--- config.mk ---
export PLATFORM = sky130hd
export DESIGN_NAME = spi_rx_ctrl
export DESIGN_NICKNAME = d
export VERILOG_FILES = /design/src/rtl/spi_rx_ctrl.sv
export SDC_FILE = /design/constraint.sdc
export NUM_CORES = 1
export LEC_CHECK = 0
export CORE_MARGIN = 1
export CORE_UTILIZATION = 25
export CTS_CLUSTER_SIZE = 24
export DETAILED_ROUTE_END_ITERATION = 16
export HOLD_SLACK_MARGIN = 0.06
export SLEW_MARGIN = 20
export SYNTH_ARGS = -nofsm -noshare
export SYNTH_HDL_FRONTEND = slang
export SYNTH_SLANG_ARGS = --single-unit
--- constraint.sdc ---
create_clock -name clk -period 2.68 [get_ports clk]
set_input_delay 0.402 -clock clk [delete_from_list [all_inputs] [get_ports clk]]
set_output_delay 0.402 -clock clk [all_outputs]
set_load 0.005 [all_outputs]
--- src/rtl/spi_rx_ctrl.sv ---
// SPI mode-0 slave receive front end: synchronises the pins, drives shift_enable/serial_in for the
// downstream shift register and pulses word_done per NUM_BITS-bit word. Option: SPI_RX_FRAME_ERR_EN.
`timescale 1ns / 1ps

module spi_rx_ctrl #(
  parameter int unsigned NUM_BITS = 8
) (
  input  logic clk,
  input  logic n_rst,
  input  logic sck,
  input  logic mosi,
  input  logic ss_n,
  output logic shift_enable,
  output logic serial_in,
  output logic word_done,
  output logic busy,
  output logic frame_err
);

  localparam int unsigned CntW = (NUM_BITS > 1) ? $clog2(NUM_BITS) : 1;
  localparam logic [CntW-1:0] LastCnt = CntW'(NUM_BITS - 1);

  localparam logic [1:0] StIdle = 2'd0;
  localparam logic [1:0] StRecv = 2'd1;
  localparam logic [1:0] StDone = 2'd2;

  logic            r_sck_meta, r_sck_sync, r_sck_prev;
  logic            r_mosi_meta, r_mosi_sync;
  logic            r_ss_meta, r_ss_sync;
  logic            w_rise;

  logic [1:0]      r_state, w_state_d;
  logic [CntW-1:0] r_bit_cnt, w_bit_cnt_d;
  logic            r_shift_enable, w_shift_enable_d;
  logic            r_serial_in, w_serial_in_d;
  logic            r_word_done;
  logic            r_busy;

  // Idle levels: sck low, mosi high, slave deselected.
  always_ff @(posedge clk or negedge n_rst) begin
    if (!n_rst) begin
      r_sck_meta  <= 1'b0;
      r_sck_sync  <= 1'b0;
      r_sck_prev  <= 1'b0;
      r_mosi_meta <= 1'b1;
      r_mosi_sync <= 1'b1;
      r_ss_meta   <= 1'b1;
      r_ss_sync   <= 1'b1;
    end else begin
      r_sck_meta  <= sck;
      r_sck_sync  <= r_sck_meta;
      r_sck_prev  <= r_sck_sync;
      r_mosi_meta <= mosi;
      r_mosi_sync <= r_mosi_meta;
      r_ss_meta   <= ss_n;
      r_ss_sync   <= r_ss_meta;
    end
  end

  assign w_rise = r_sck_sync & ~r_sck_prev;

  always_comb begin
    w_state_d        = r_state;
    w_bit_cnt_d      = r_bit_cnt;
    w_shift_enable_d = 1'b0;
    w_serial_in_d    = r_serial_in;
    case (r_state)
      StIdle: begin
        w_bit_cnt_d = '0;
        if (!r_ss_sync) begin
          w_state_d = StRecv;
        end
      end
      StRecv: begin
        // Deselect takes priority over a coincident sck edge.
        if (r_ss_sync) begin
          w_state_d   = StIdle;
          w_bit_cnt_d = '0;
        end else if (w_rise) begin
          w_shift_enable_d = 1'b1;
          w_serial_in_d    = r_mosi_sync;
          if (r_bit_cnt == LastCnt) begin
            w_bit_cnt_d = '0;
            w_state_d   = StDone;
          end else begin
            w_bit_cnt_d = r_bit_cnt + CntW'(1);
          end
        end
      end
      StDone: begin
        if (r_ss_sync) begin
          w_state_d   = StIdle;
          w_bit_cnt_d = '0;
        end else begin
          w_state_d = StRecv;
          // First bit of the next word may arrive here; keep it.
          if (w_rise) begin
            w_shift_enable_d = 1'b1;
            w_serial_in_d    = r_mosi_sync;
            w_bit_cnt_d      = CntW'(1);
          end
        end
      end
      default: begin
        w_state_d   = StIdle;
        w_bit_cnt_d = '0;
      end
    endcase
  end

  always_ff @(posedge clk or negedge n_rst) begin
    if (!n_rst) begin
      r_state        <= StIdle;
      r_bit_cnt      <= '0;
      r_shift_enable <= 1'b0;
      r_serial_in    <= 1'b1;
      r_word_done    <= 1'b0;
      r_busy         <= 1'b0;
    end else begin
      r_state        <= w_state_d;
      r_bit_cnt      <= w_bit_cnt_d;
      r_shift_enable <= w_shift_enable_d;
      r_serial_in    <= w_serial_in_d;
      // One cycle after the last shift, so the shift register has already updated.
      r_word_done    <= (r_state == StDone);
      r_busy         <= (w_state_d != StIdle);
    end
  end

  assign shift_enable = r_shift_enable;
  assign serial_in    = r_serial_in;
  assign word_done    = r_word_done;
  assign busy         = r_busy;

`ifdef SPI_RX_FRAME_ERR_EN
  logic r_frame_err;
  logic w_frame_err_d;

  assign w_frame_err_d = (r_state == StRecv) && r_ss_sync && (r_bit_cnt != '0);

  always_ff @(posedge clk or negedge n_rst) begin
    if (!n_rst) begin
      r_frame_err <= 1'b0;
    end else begin
      r_frame_err <= w_frame_err_d;
    end
  end

  assign frame_err = r_frame_err;
`else
  assign frame_err = 1'b0;
`endif

endmodule

==> reports/metrics.yaml, run 1 <==
clock_tree:
  cts.path.max_buffers: 2
  cts_made_buffers: 3
  cts_tree: "done"
  clk_pin_slew_ns: 0.09
  cts_sinks: 16
  clock_latency_ns: 0.29
  post_cts_buffers: 0
  ctsResizeCount: 0
  hold_buffers: 0
  htreeDepth: 1
  cts-root-buf: "clkbuf_4"
detailed_routing:
  route.detailed.drc: 0
  wl_um: 938
  vias: 423
  wl_met1_um: 435
  ant_nets: 0
  via_per_inst: 4.55
  routedWlPerCell_um: 10.1
  wl_met3_um: 66
  topRoutingLayerUsed: "met4"
  dr.pass1.iters: 4
  dr.first_iter.drc_count: 8
  wl_met2_um: 428
placement:
  place.gp.congestion: 0.835
  placed_area_um2: 795
  port_buffers: 8
  place.detailed.hpwl_um: 713
sta:
  hold_viol: 0
  tightest_slew_ns: 0.690
  fmax_ghz: 0.586
  fin_skew_ns: 0.00734
  final.setup.tns_ns: 0
  period_needed_ns: 1.71
  slew_headroom_pct: 53.9
  finalSetupViolCount: 0
  report.final.slew_viol_count: 0
  fin_crit_sh_pct: 63.7
  rsz0062_at_grt: "false"
synth:
  netlist_area_um2: 684
  syn_inst: 52
  yosys-top-cells-area: "dfrtp_1 40%, dfstp_2 19%, ha_1 11%"
  synth-xor-area-share_pct: 0
  synthesis.nets: 63
  synth_area_per_cell_um2: 13.2
  synth_fa_ha_area_share_pct: 11.0
  yosysWarnings: 0
  synth_top_family_by_area: "simple AND/OR/NAND/NOR gates"
  yosys.area.top_type: "dfrtp_1"
  synth_seq_area_share_pct: 59.4
  ys_ff_latch: 16
  synth_compound_area_share_pct: 7.50
  yosysUniqueCellTypes: 24
  muxShareOfSynthArea_pct: 1.65
  synth.top_cell.area_share_pct: 40.2
  synth-simple-area-share_pct: 17.7
worst_hold_path:
  min_path_type: "flip-flop to flip-flop"
  min_to: "r_ss_sync"
  hp-start: "r_ss_meta"
  hold_depth: 0
cells_and_area:
  nNetsFinal: 75
  area_growth_pct: 21.4
  insertedDiodeCount: 0
  finalInstanceArea_um2: 831
  drive_gt1_share_pct: 20.6
  fillers: 262
critical_path:
  end_kind: "output port"
  worstPathRequired_ns: 2.28
  critPathLaunchType: "flip-flop"
  r2r_cells: 4
  cp_slowest_cell: "dfstp_2"
  path_delay_family: "flip-flops"
  worstSetupPathType: "flip-flop to output port"
  worstPathMaxFanout: 2
  r2r-end: "serial_in"
  reg2reg_slack_ns: 1.24
  slowest_delay_ns: 0.53
  cp_cell_sequence: "clkdlybuf4s50_1"
  path_buf_inv: 1
  reg2reg_from: "r_state[1]"
  worstPathArrival_ns: 1.31
global_route:
  grt_use_total_pct: 8.51
  grt_pass1_vias: 401
  antenna_found_initial: 0
  overflow: 0
  grt_max_degree: 17
  grt_pass1_wl_um: 1700
power_and_ir_drop:
  power_density_nw_per_um2: 744
  p_leak_nw: 0.375
  peakVddDrop_v: 0.000371
run:
  cap_violations: 0
floorplan:
  initial_core_util_pct: 27.1
  die-width_um: 54.3
  die_height_um: 54.3
  io_pins: 10
  core_area_um2: 2520
  rows: 18
  die_area_um2: 2950
outcome:
  status: "finished, final reports clean"
[stage by stage]
stage          instances  power (W)  utilization [%]  hold slack, ns  setup WS, ns
2_1_floorplan         52   0.000407                -           0.106          1.33
3_3_place_gp          89   0.000465             31.5           0.335          1.26
3_5_place_dp          89   0.000471             31.5           0.343          1.24
4_1_cts               93   0.000630             32.9           0.361         0.952
5_1_grt               93   0.000666             32.9           0.363         0.916
6_report              93   0.000618             32.9           0.359         0.973
[cells in the mapped netlist]
cell type and count:
a211oi_1 1, a21oi_2 1, o22ai_1 1, o211ai_1 1, nand3b_1 3, ha_1 6
nand3_1 1, mux2_1 1, o221a_2 1, and2b_1 1, and3_1 1, dfrtp_1 11
nor2_1 5, a21oi_1 2, nor2b_1 1, dfstp_2 5, nor3b_4 1, nand2b_4 1
inv_1 2, nand4_1 1, conb_1 1, buf_4 1, and3b_1 1, nand2_1 2
[cell type report]
class                      count  area (µm²)  area share (%)
timing repair buffer           8        80.1            9.64
tap                           30        37.5            4.52
clock buffer                   4        36.3            4.37
inverter                       2        7.51           0.904
sequential                    16         407            48.9
multi-input combinational     33         263            31.6
[flip-flops by register name, indices dropped and copies added (netlist names)]
| name | count |
|---|---|
| word_done | 1 |
| busy | 1 |
| r_bit_cnt | 3 |
| r_sck_sync | 1 |
| r_state | 2 |
| r_sck_meta | 1 |
| serial_in | 1 |
| r_mosi_meta | 1 |
| shift_enable | 1 |
| r_ss_sync | 1 |
| r_ss_meta | 1 |
| r_mosi_sync | 1 |
| r_sck_prev | 1 |
[layout by cell type (no fill, tap or decap), drive strengths merged]
cell type and count:
and2b 1, nand2b 1, a21oi 3, o22ai 1, nand3b 3, nand4 1, clkbuf 4, ha 6
a211oi 1, nor3b 1, o221a 1, conb 1, nor2 5, inv 2, nand3 1, nor2b 1
dfstp 5, dfrtp 11, nand2 2, and3b 1, o211ai 1, mux2 1, clkdlybuf4s50 8, and3 1
[cells by family after synthesis]
kind of cell	Yosys count
AOI/OAI and AO/OA	7
adders and majority gates	6
buffers and inverters	3
DFF	16
muxes	1
other	1
and+or+nand+nor	18
[power by group]
part           switching (W)  leakage [nW]  internal, W  total, W
Sequential         0.0000215         0.194     0.000281  0.000302
Combinational      0.0000677         0.160    0.0000935  0.000161
Clock              0.0000724        0.0210    0.0000828  0.000155
Total               0.000162         0.375     0.000457  0.000618
[worst max-delay path by stage]
stage	from	to	cells after the start
finish	serial_in	serial_in	1
floorplan	r_bit_cnt[0]	busy	5
global route	serial_in	serial_in	1
detailed placement	r_state[0]	serial_in	4
CTS	serial_in	serial_in	1
global placement	r_bit_cnt[0]	r_state[0]	5
[layer usage]
layer | vias up | global-route usage [%]
met2 | 15 | 12.6
met1 | 205 | 10.3
met5 | - | 0
met3 | 2 | 5.00
met4 | 0 | 2.56
li1 | 201 | -
No activity file was read; power rests on OpenSTA's default activity.
==> run 2: changes to the inputs <==
==> constraint.sdc (replaced) <==
create_clock -name clk -period 1.78 [get_ports clk]
set_input_delay 0.267 -clock clk [delete_from_list [all_inputs] [get_ports clk]]
set_output_delay 0.267 -clock clk [all_outputs]
set_load 0.005 [all_outputs]
==> reports/metrics.yaml, run 2 (synthesis gave the netlist of run 1 again) <==
outcome:
  status: "finished, final reports clean"
sta:
  report.final.slew_viol_count: 0  # unchanged
  final.setup.tns_ns: 0  # unchanged
  period_needed_ns: 1.56
  rsz0062_at_grt: "false"
  fmax_ghz: 0.639
  hold_viol: 0  # unchanged
  setup_slack_ns: 0.215  # -0.757 ns
  fin_crit_sh_pct: 87.9
  fin_skew_ns: 0.00453  # -0.00281 ns
  finalSetupViolCount: 0  # unchanged
power_and_ir_drop:
  swShare_pct: 25.8  # -0.28 points
  p_leak_nw: 0.380  # +1.3%
  power_density_nw_per_um2: 1110  # +49%
  power_frac_clock_pct: 24.8  # -0.3 points
  pwr-share-seq_pct: 48.8  # about the same
  p_sw_w: 0.000240  # +49%
  peakVddDrop_v: 0.000499  # +34%
  combPwrFrac_pct: 26.4  # +0.3 points
  p_int_w: 0.000690  # +51%
floorplan:
  io_pins: 10  # unchanged
  die_height_um: 54.3  # unchanged
  initial_core_util_pct: 27.1  # unchanged
  die_area_um2: 2950  # unchanged
  die-width_um: 54.3  # unchanged
  rows: 18  # unchanged
  core_area_um2: 2520  # unchanged
detailed_routing:
  dr.pass1.iters: 4  # unchanged
  dr.first_iter.drc_count: 3  # -5
  routedWlPerCell_um: 10.2  # +1.2%
  vias: 422  # -0.24%
  via_per_inst: 4.49  # -1.3%
  route.detailed.drc: 0  # unchanged
  ant_nets: 0  # unchanged
  wl_um: 959  # +2.2%
critical_path:
  path_delay_family: "flip-flops"
  reg2reg_slack_ns: 0.32  # -0.92 ns
  critPathLaunchType: "flip-flop"
  worstPathRequired_ns: 1.51  # -0.77 ns
  r2r_cells: 5  # +1
  cp_cell_sequence: "clkdlybuf4s50_1"
  reg2reg_from: "r_bit_cnt[0]"
  cp_slowest_cell: "dfstp_2"
  worstSetupPathType: "flip-flop to output port"
  worstPathMaxFanout: 2  # unchanged
  startpoint: "serial_in"
  path_buf_inv: 1  # unchanged
  cp.depth: 1  # unchanged
  slowest_delay_ns: 0.53  # about the same
  worstPathArrival_ns: 1.30  # about the same
  end_kind: "output port"
cells_and_area:
  layout_common_cells: "11 x dfrtp_1, 8 x clkdlybuf4s50_1, 6 x ha_1, 5 x nor2_1, 5 x dfstp_2"
  nNetsFinal: 76  # +1.3%
  reg_top3: "r_bit_cnt x3, r_state x2"
  layout_commonest_cell: "dfrtp_1"
  fin_util_pct: 33.2  # +0.30 points
  largest_register_ffs: 3  # unchanged
  finalInstanceArea_um2: 838  # +0.90%
  area_growth_pct: 22.5
  drive_gt1_share_pct: 21.9  # +1.2 points
  top_register: "r_bit_cnt"
  insertedDiodeCount: 0  # unchanged
  stdcell_count: 94  # +1.1%
placement:
  dp_slack_ns: 0.339  # -0.905 ns
  place.gp.congestion: 0.816  # -2.2%
  place.detailed.hpwl_um: 726  # +1.9%
  dpl.cell_count: 90  # +1.1%
  port_buffers: 8  # unchanged
  placed_area_um2: 802  # +0.94%
global_route:
  grt_pass1_wl_um: 1830  # +7.7%
  grt_pass1_vias: 428  # +6.7%
  grt_max_degree: 17  # unchanged
  grt_use_total_pct: 9.09  # +0.57 points
  antenna_found_initial: 0  # unchanged
  overflow: 0  # unchanged
clock_tree:
  ctsResizeCount: 0  # unchanged
  cts_tree: "done"
  clock_latency_ns: 0.29  # about the same
  clk_pin_slew_ns: 0.09  # about the same
  cts.path.max_buffers: 2  # unchanged
  hold_buffers: 0  # unchanged
  post_cts_buffers: 0  # unchanged
  cts_made_buffers: 3  # unchanged
  cts_sinks: 16  # unchanged
  htreeDepth: 1  # unchanged
  cts-root-buf: "clkbuf_4"
worst_hold_path:
  min_path_type: "input pin to async pin"
run:
  cap_violations: 0  # unchanged
run 2: changes by cell type in the layout (fill, tap and decap cells not counted):
cell	delta
buf_4	+1
run 2: layer usage:
metal	wire length, µm	vias to the layer above	global-route usage [%]
met5	0	-	0
met4	8	0	2.56
met3	75	2	5.83
met2	426	14	13.2
met1	448	203	10.9
li1	-	203	-
run 2: final timing paths:
check	to
max	serial_in
min	r_sck_meta
max reg2reg	r_state[0]
min reg2reg	r_sck_sync
max in group asynchronous	serial_in
min in group clk	r_sck_sync
run 2: power groups by stage:
stage	registers [W]	clock network (W)	logic, W
detailed placement	0.000462	0	0.000247
finish	0.000454	0.000231	0.000246
global placement	0.000459	0	0.000241
CTS	0.000455	0.000241	0.000247
global route	0.000463	0.000260	0.000281
floorplan	0.000460	0	0.000152
run 2: per-stage QoR:
step / power (W) / hold WS (ns)
2_1_floorplan: 0.000612 / -0.0286
3_3_place_gp: 0.000699 / 0.334
3_5_place_dp: 0.000709 / 0.340
4_1_cts: 0.000943 / 0.287
5_1_grt: 0.00100 / 0.289
6_report: 0.000930 / 0.283
run 2: final cells by class:
type                            instances  area (µm²)
Fill cell                             256        1680
Sequential cell                        16         407
Multi-Input combinational cell         33         263
Timing Repair Buffer                    9        87.6
Tap cell                               30        37.5
Clock buffer                            4        36.3
Inverter                                2        7.51
run 2: worst reg2reg max path, cell delays in order, from the launching register on:
cell     delay [ns]
dfrtp_1        0.41
ha_1           0.21
ha_1           0.20
and3b_1        0.20
o221a_2        0.26
nor2_1         0.11
